==> src/rtl/cmd_decoder.sv <==
// Host command-frame decoder: SYNC, cmd(op,idx), ARG_BYTES args -> set/clear/toggle switch[idx] or load arg.
// Optional checksum byte after the args when CMD_CHECKSUM_EN is defined. Data input is rx_byte ("byte" is reserved in SV).
module cmd_decoder #(
  parameter int                DATA_W    = 8,
  parameter int                N_CMD     = 4,
  parameter int                ARG_BYTES = 2,
  parameter logic [DATA_W-1:0] SYNC      = 8'hAB,
  parameter int                TIMEOUT   = 1023
) (
  input  logic                          rdclk,
  input  logic                          nreset,
  input  logic                          en,
  input  logic [DATA_W-1:0]             rx_byte,
  input  logic                          ready,
  output logic [N_CMD-1:0]              switch,
  output logic [ARG_BYTES*DATA_W-1:0]   arg,
  output logic [N_CMD-1:0]              cmd_strobe,
  output logic                          err,
  output logic                          busy
);
  localparam int IDX_W = DATA_W - 2;
  localparam int AW    = ARG_BYTES * DATA_W;
  localparam int TW    = $clog2(TIMEOUT + 1);
  localparam int CW    = $clog2(ARG_BYTES + 1);
  localparam logic [DATA_W-1:0] N_LIM = DATA_W'(N_CMD);

  typedef enum logic [2:0] {S_IDLE, S_CMD, S_ARG, S_CHK, S_EXEC} state_t;

  state_t           state;
  logic [1:0]       rdy_sr;
  logic [1:0]       op_r;
  logic [IDX_W-1:0] idx_r;
  logic [AW-1:0]    shadow;
  logic [CW-1:0]    acnt;
  logic [TW-1:0]    tcnt;
  logic [N_CMD-1:0] sel, sw_nxt;
  logic             acc, idx_ok, tout;
`ifdef CMD_CHECKSUM_EN
  logic [DATA_W-1:0] csum;
`endif

  // rdy_sr[0] is the newest sample; a byte is taken on a 0->1 transition
  assign acc    = en & rdy_sr[0] & ~rdy_sr[1];
  assign idx_ok = {2'b00, rx_byte[IDX_W-1:0]} < N_LIM;
  assign tout   = (tcnt == TW'(TIMEOUT));

  for (genvar i = 0; i < N_CMD; i++) begin : g_sel
    assign sel[i] = (idx_r == IDX_W'(i));
  end

  always_comb begin
    sw_nxt = switch;
    case (op_r)
      2'b00:   sw_nxt = switch ^ sel;
      2'b01:   sw_nxt = switch | sel;
      2'b10:   sw_nxt = switch & ~sel;
      default: sw_nxt = switch;
    endcase
  end

  always_ff @(posedge rdclk) begin
    if (!nreset) begin
      state      <= S_IDLE;
      rdy_sr     <= '0;
      op_r       <= '0;
      idx_r      <= '0;
      shadow     <= '0;
      acnt       <= '0;
      tcnt       <= '0;
      switch     <= '0;
      arg        <= '0;
      cmd_strobe <= '0;
      err        <= 1'b0;
      busy       <= 1'b0;
`ifdef CMD_CHECKSUM_EN
      csum       <= '0;
`endif
    end else begin
      // pulses always fall back, even while en is low
      cmd_strobe <= '0;
      err        <= 1'b0;
      if (en) begin
        rdy_sr <= {rdy_sr[0], ready};
        if (acc || state == S_IDLE) tcnt <= '0;
        else if (!tout)             tcnt <= tcnt + TW'(1);

        case (state)
          S_IDLE: begin
            if (acc && rx_byte == SYNC) begin
              state <= S_CMD;
              busy  <= 1'b1;
            end
          end
          S_CMD: begin
            if (acc) begin
              if (idx_ok) begin
                op_r  <= rx_byte[DATA_W-1 -: 2];
                idx_r <= rx_byte[IDX_W-1:0];
                acnt  <= '0;
                state <= S_ARG;
`ifdef CMD_CHECKSUM_EN
                csum  <= rx_byte;
`endif
              end else begin
                err   <= 1'b1;
                state <= S_IDLE;
                busy  <= 1'b0;
              end
            end else if (tout) begin
              err   <= 1'b1;
              state <= S_IDLE;
              busy  <= 1'b0;
            end
          end
          S_ARG: begin
            if (acc) begin
              shadow <= (shadow << DATA_W) | AW'(rx_byte);
              acnt   <= acnt + CW'(1);
`ifdef CMD_CHECKSUM_EN
              csum   <= csum ^ rx_byte;
              if (acnt == CW'(ARG_BYTES - 1)) state <= S_CHK;
`else
              if (acnt == CW'(ARG_BYTES - 1)) state <= S_EXEC;
`endif
            end else if (tout) begin
              err    <= 1'b1;
              shadow <= '0;
              state  <= S_IDLE;
              busy   <= 1'b0;
            end
          end
`ifdef CMD_CHECKSUM_EN
          S_CHK: begin
            if (acc) begin
              if (rx_byte == csum) begin
                state <= S_EXEC;
              end else begin
                err    <= 1'b1;
                shadow <= '0;
                state  <= S_IDLE;
                busy   <= 1'b0;
              end
            end else if (tout) begin
              err    <= 1'b1;
              shadow <= '0;
              state  <= S_IDLE;
              busy   <= 1'b0;
            end
          end
`endif
          S_EXEC: begin
            arg        <= shadow;
            switch     <= sw_nxt;
            cmd_strobe <= sel;
            state      <= S_IDLE;
            busy       <= 1'b0;
          end
          default: begin
            state <= S_IDLE;
            busy  <= 1'b0;
          end
        endcase
      end
    end
  end
endmodule
==> config.mk <==
export PLATFORM = sky130hd
export DESIGN_NAME = cmd_decoder
export DESIGN_NICKNAME = d
export VERILOG_FILES = /design/src/rtl/cmd_decoder.sv
export SDC_FILE = /design/constraint.sdc
export NUM_CORES = 1
export LEC_CHECK = 0
export CAP_MARGIN = 20
export CORE_MARGIN = 1.5
export CORE_UTILIZATION = 40
export CTS_CLUSTER_SIZE = 12
export DETAILED_ROUTE_END_ITERATION = 8
export PLACE_DENSITY = 0.64
export SYNTH_ARGS = -nofsm -noshare
export SYNTH_HDL_FRONTEND = slang
export SYNTH_SLANG_ARGS = --single-unit
==> constraint.sdc <==
create_clock -name rdclk -period 1.6 [get_ports rdclk]
set_input_delay 0.32 -clock rdclk [delete_from_list [all_inputs] [get_ports rdclk]]
set_output_delay 0.32 -clock rdclk [all_outputs]
set_load 0.02 [all_outputs]
==> flow_summary.json <==
{
  "dr.pass1.iters": 4,
  "die_h_um": 89.72,
  "fin_setup_tns_ns": -0.9667,
  "drtAntennaViolNets": 0,
  "synth_flop_cell": "dfxtp_1",
  "synth_most_common_cell": "dfxtp_1",
  "maxSlewViolCount": 0,
  "crit_path_top_delay_cell": "or4_4",
  "ys_seq_area_frac": 0.4459,
  "hpwl_um": 5174,
  "async_flop_share": 0,
  "port_buffers": 37,
  "arrival_ns": 2.13,
  "hold_viol_final": 0,
  "place.gp.congestion": 0.8694,
  "antenna_found_initial": 0,
  "cts_root_buffer": "clkbuf_8",
  "worstHoldPathType": "in -> reg",
  "leakage_nw": 1.842,
  "routed_wl_um": 7322,
  "h-tree-depth": 3,
  "synth_area_leaders": "dfxtp_1 45%, nand2_1 5.9%, ha_1 5.4%",
  "startpoint_type": "flip-flop",
  "final_nets": 432,
  "via_per_inst": 5.288,
  "vdd_drop_max_uv": 385.0,
  "grt-busiest-layer": "met2",
  "core_um2": 7253,
  "synth.largest_area_cell": "dfxtp_1",
  "ys_ff_latch": 67,
  "grt_max_degree": 24,
  "wire_per_inst_um": 14.33,
  "post-route-period-util": 1.155,
  "drc": 0,
  "clkLatencyLatePin_ns": 0.34,
  "synthCells": 333,
  "cp.required_ns": 1.88,
  "clkSlewWorstSetupHoldPaths_ns": 0.08,
  "status": "finished, violations left",
  "tightestPinTransition_ns": 0.3646,
  "synth_area_per_cell_um2": 9.033,
  "dp.cells": 493,
  "drive_gt1_frac": 0.2379,
  "finalSetupViolations": 4,
  "skew_ns": 0.009956,
  "groute.layer.met3.usage": 0.05161,
  "synth_commonest_cells": "67 x dfxtp_1, 47 x nand2_1, 24 x a21oi_1, 21 x nor2_1, 16 x a22o_1",
  "grt_util_met1": 0.2362,
  "fin_cells": 511,
  "period_needed_ns": 1.848,
  "hold-worst-slack_ns": 0.3438,
  "drv_cap": 0,
  "grt_use_met2": 0.3238,
  "tritoncts": "built",
  "crit_path_end_kind": "flip-flop",
  "clk_path_buf_depth": 2,
  "rsz0062_at_grt": "true",
  "grt_use_total": 0.1894,
  "fin_ws_ns": -0.2480,
  "relSlewSlack": 0.7566,
  "clock_sinks": 67,
  "cellPowerDensity_nw_per_um2": 855.8,
  "cp_cell_sequence": "or4_4 -> nor2_4 -> nand2_2 -> ha_1 -> nor2b_1 -> o31a_1 -> nor2_1",
  "critPathKind": "reg -> reg",
  "die_w_um": 89.72,
  "cp_max_fo": 3,
  "syn_area_um2": 3008,
  "ys_warn_count": 0,
  "syn-num-nets": 358,
  "hold_buffers": 0,
  "fmax_ghz": 0.5411,
  "vias": 2702,
  "drt-initial-drc-count": 114,
  "fin_area_um2": 4180,
  "dpl_cell_area_um2": 3806,
  "ios": 38,
  "start_util": 0.4147,
  "violations": "negative setup slack",
  "synth_edf_count": 0,
  "grt_remaining_overflow": 0,
  "num_antenna_cells": 0,
  "place_ws_ns": -0.4495,
  "synth_top_area_share": 0.4459,
  "dieArea_um2": 8049,
  "grt_pass1_vias": 2577,
  "grt_pass1_wl_um": 12390,
  "cpPeakStageDelay_ns": 0.59,
  "num_rows": 31,
  "yosys.cell_types.count": 50,
  "cts_made_buffers": 9,
  "area_growth_pct": 38.98
}
## metrics by stage
step | util | power, mW
2_1_floorplan | - | 1.771
3_3_place_gp | 0.5248 | 1.858
3_5_place_dp | 0.5248 | 1.858
4_1_cts | 0.5591 | 3.589
5_1_grt | 0.5763 | 3.707
6_report | 0.5763 | 3.577
## state kept, by name, indices dropped and copies added, names as in the netlist
signal / count
tcnt: 10
acnt: 2
idx_r: 6
rdy_sr: 2
cmd_strobe: 4
op_r: 2
switch: 4
state: 3
err: 1
arg: 16
shadow: 16
busy: 1
## timing repair
| item | CTS | global route |
|---|---|---|
| resized for setup | 22 | 31 |
| setup endpoints to repair | 54 | 41 |
| pin swaps | 4 | 6 |
| buffers inserted | 1 | 1 |
## worst paths after layout
kind | start | end | slack, ns | cells past startpoint
hold / removal | rx_byte[4] | shadow[4] | 0.34 | 2
setup reg to reg | idx_r[5] | switch[3] | -0.25 | 7
hold reg to reg | arg[8] | arg[8] | 0.45 | 2
setup / recovery | idx_r[5] | switch[3] | -0.25 | 7
## critical path: cells and delay by family (launching register included)
kind	cells	cell delay, ns
AND/OR/NAND/NOR	5	0.91
adder cells (fa/ha/maj)	1	0.29
flip-flops	1	0.31
AO/OA/AOI/OAI	1	0.29
## power breakdown
group / switching, mW / internal, mW / leakage (nW)
logic: 0.0838 / 0.0744 / 1.18
clock network: 0.701 / 1.05 / 0.120
registers: 0.00212 / 1.67 / 0.541
## layout make-up
cell class / count / area (um2)
sequential: 67 / 1345
timing repair buffer: 81 / 743.2
fill: 680 / 3073
inverter: 17 / 66.31
multi-input combinational: 231 / 1654
tap: 99 / 123.9
clock buffer: 9 / 123.9
clock inverter: 7 / 123.9
## kinds of logic after synthesis
kind of cell / Yosys count / synth area share
AO/OA/AOI/OAI: 84 / 0.2051
XOR/XNOR: 1 / 0.002912
adder cells (fa/ha/maj): 13 / 0.05408
buffers and inverters: 35 / 0.04908
flip-flops: 67 / 0.4459
multiplexers: 6 / 0.01997
AND/OR/NAND/NOR: 127 / 0.2230
## routing by layer
layer	vias up	routed length, um
li1	1364	-
met1	1299	3397
met2	35	3635
met3	4	239
met4	0	49
met5	-	0
## cell usage in the layout, fill, tap and decap left out, types with 5 or more instances in the layout
cell,n
mux2i_1,6
clkdlybuf4s50_1,8
nor2_1,18
buf_4,41
a22o_1,16
ha_1,8
nor3_1,5
and3_1,7
nor2b_1,5
nand2b_1,5
nor4_1,5
clkbuf_8,9
o31a_1,5
nand2_1,42
o21ai_0,9
nand4_1,7
inv_1,14
a21oi_1,24
nand3_1,5
dlygate4sd2_1,18
dlymetal6s2s_1,11
dfxtp_1,64
Note: power is estimated with default switching activity, not from simulation.
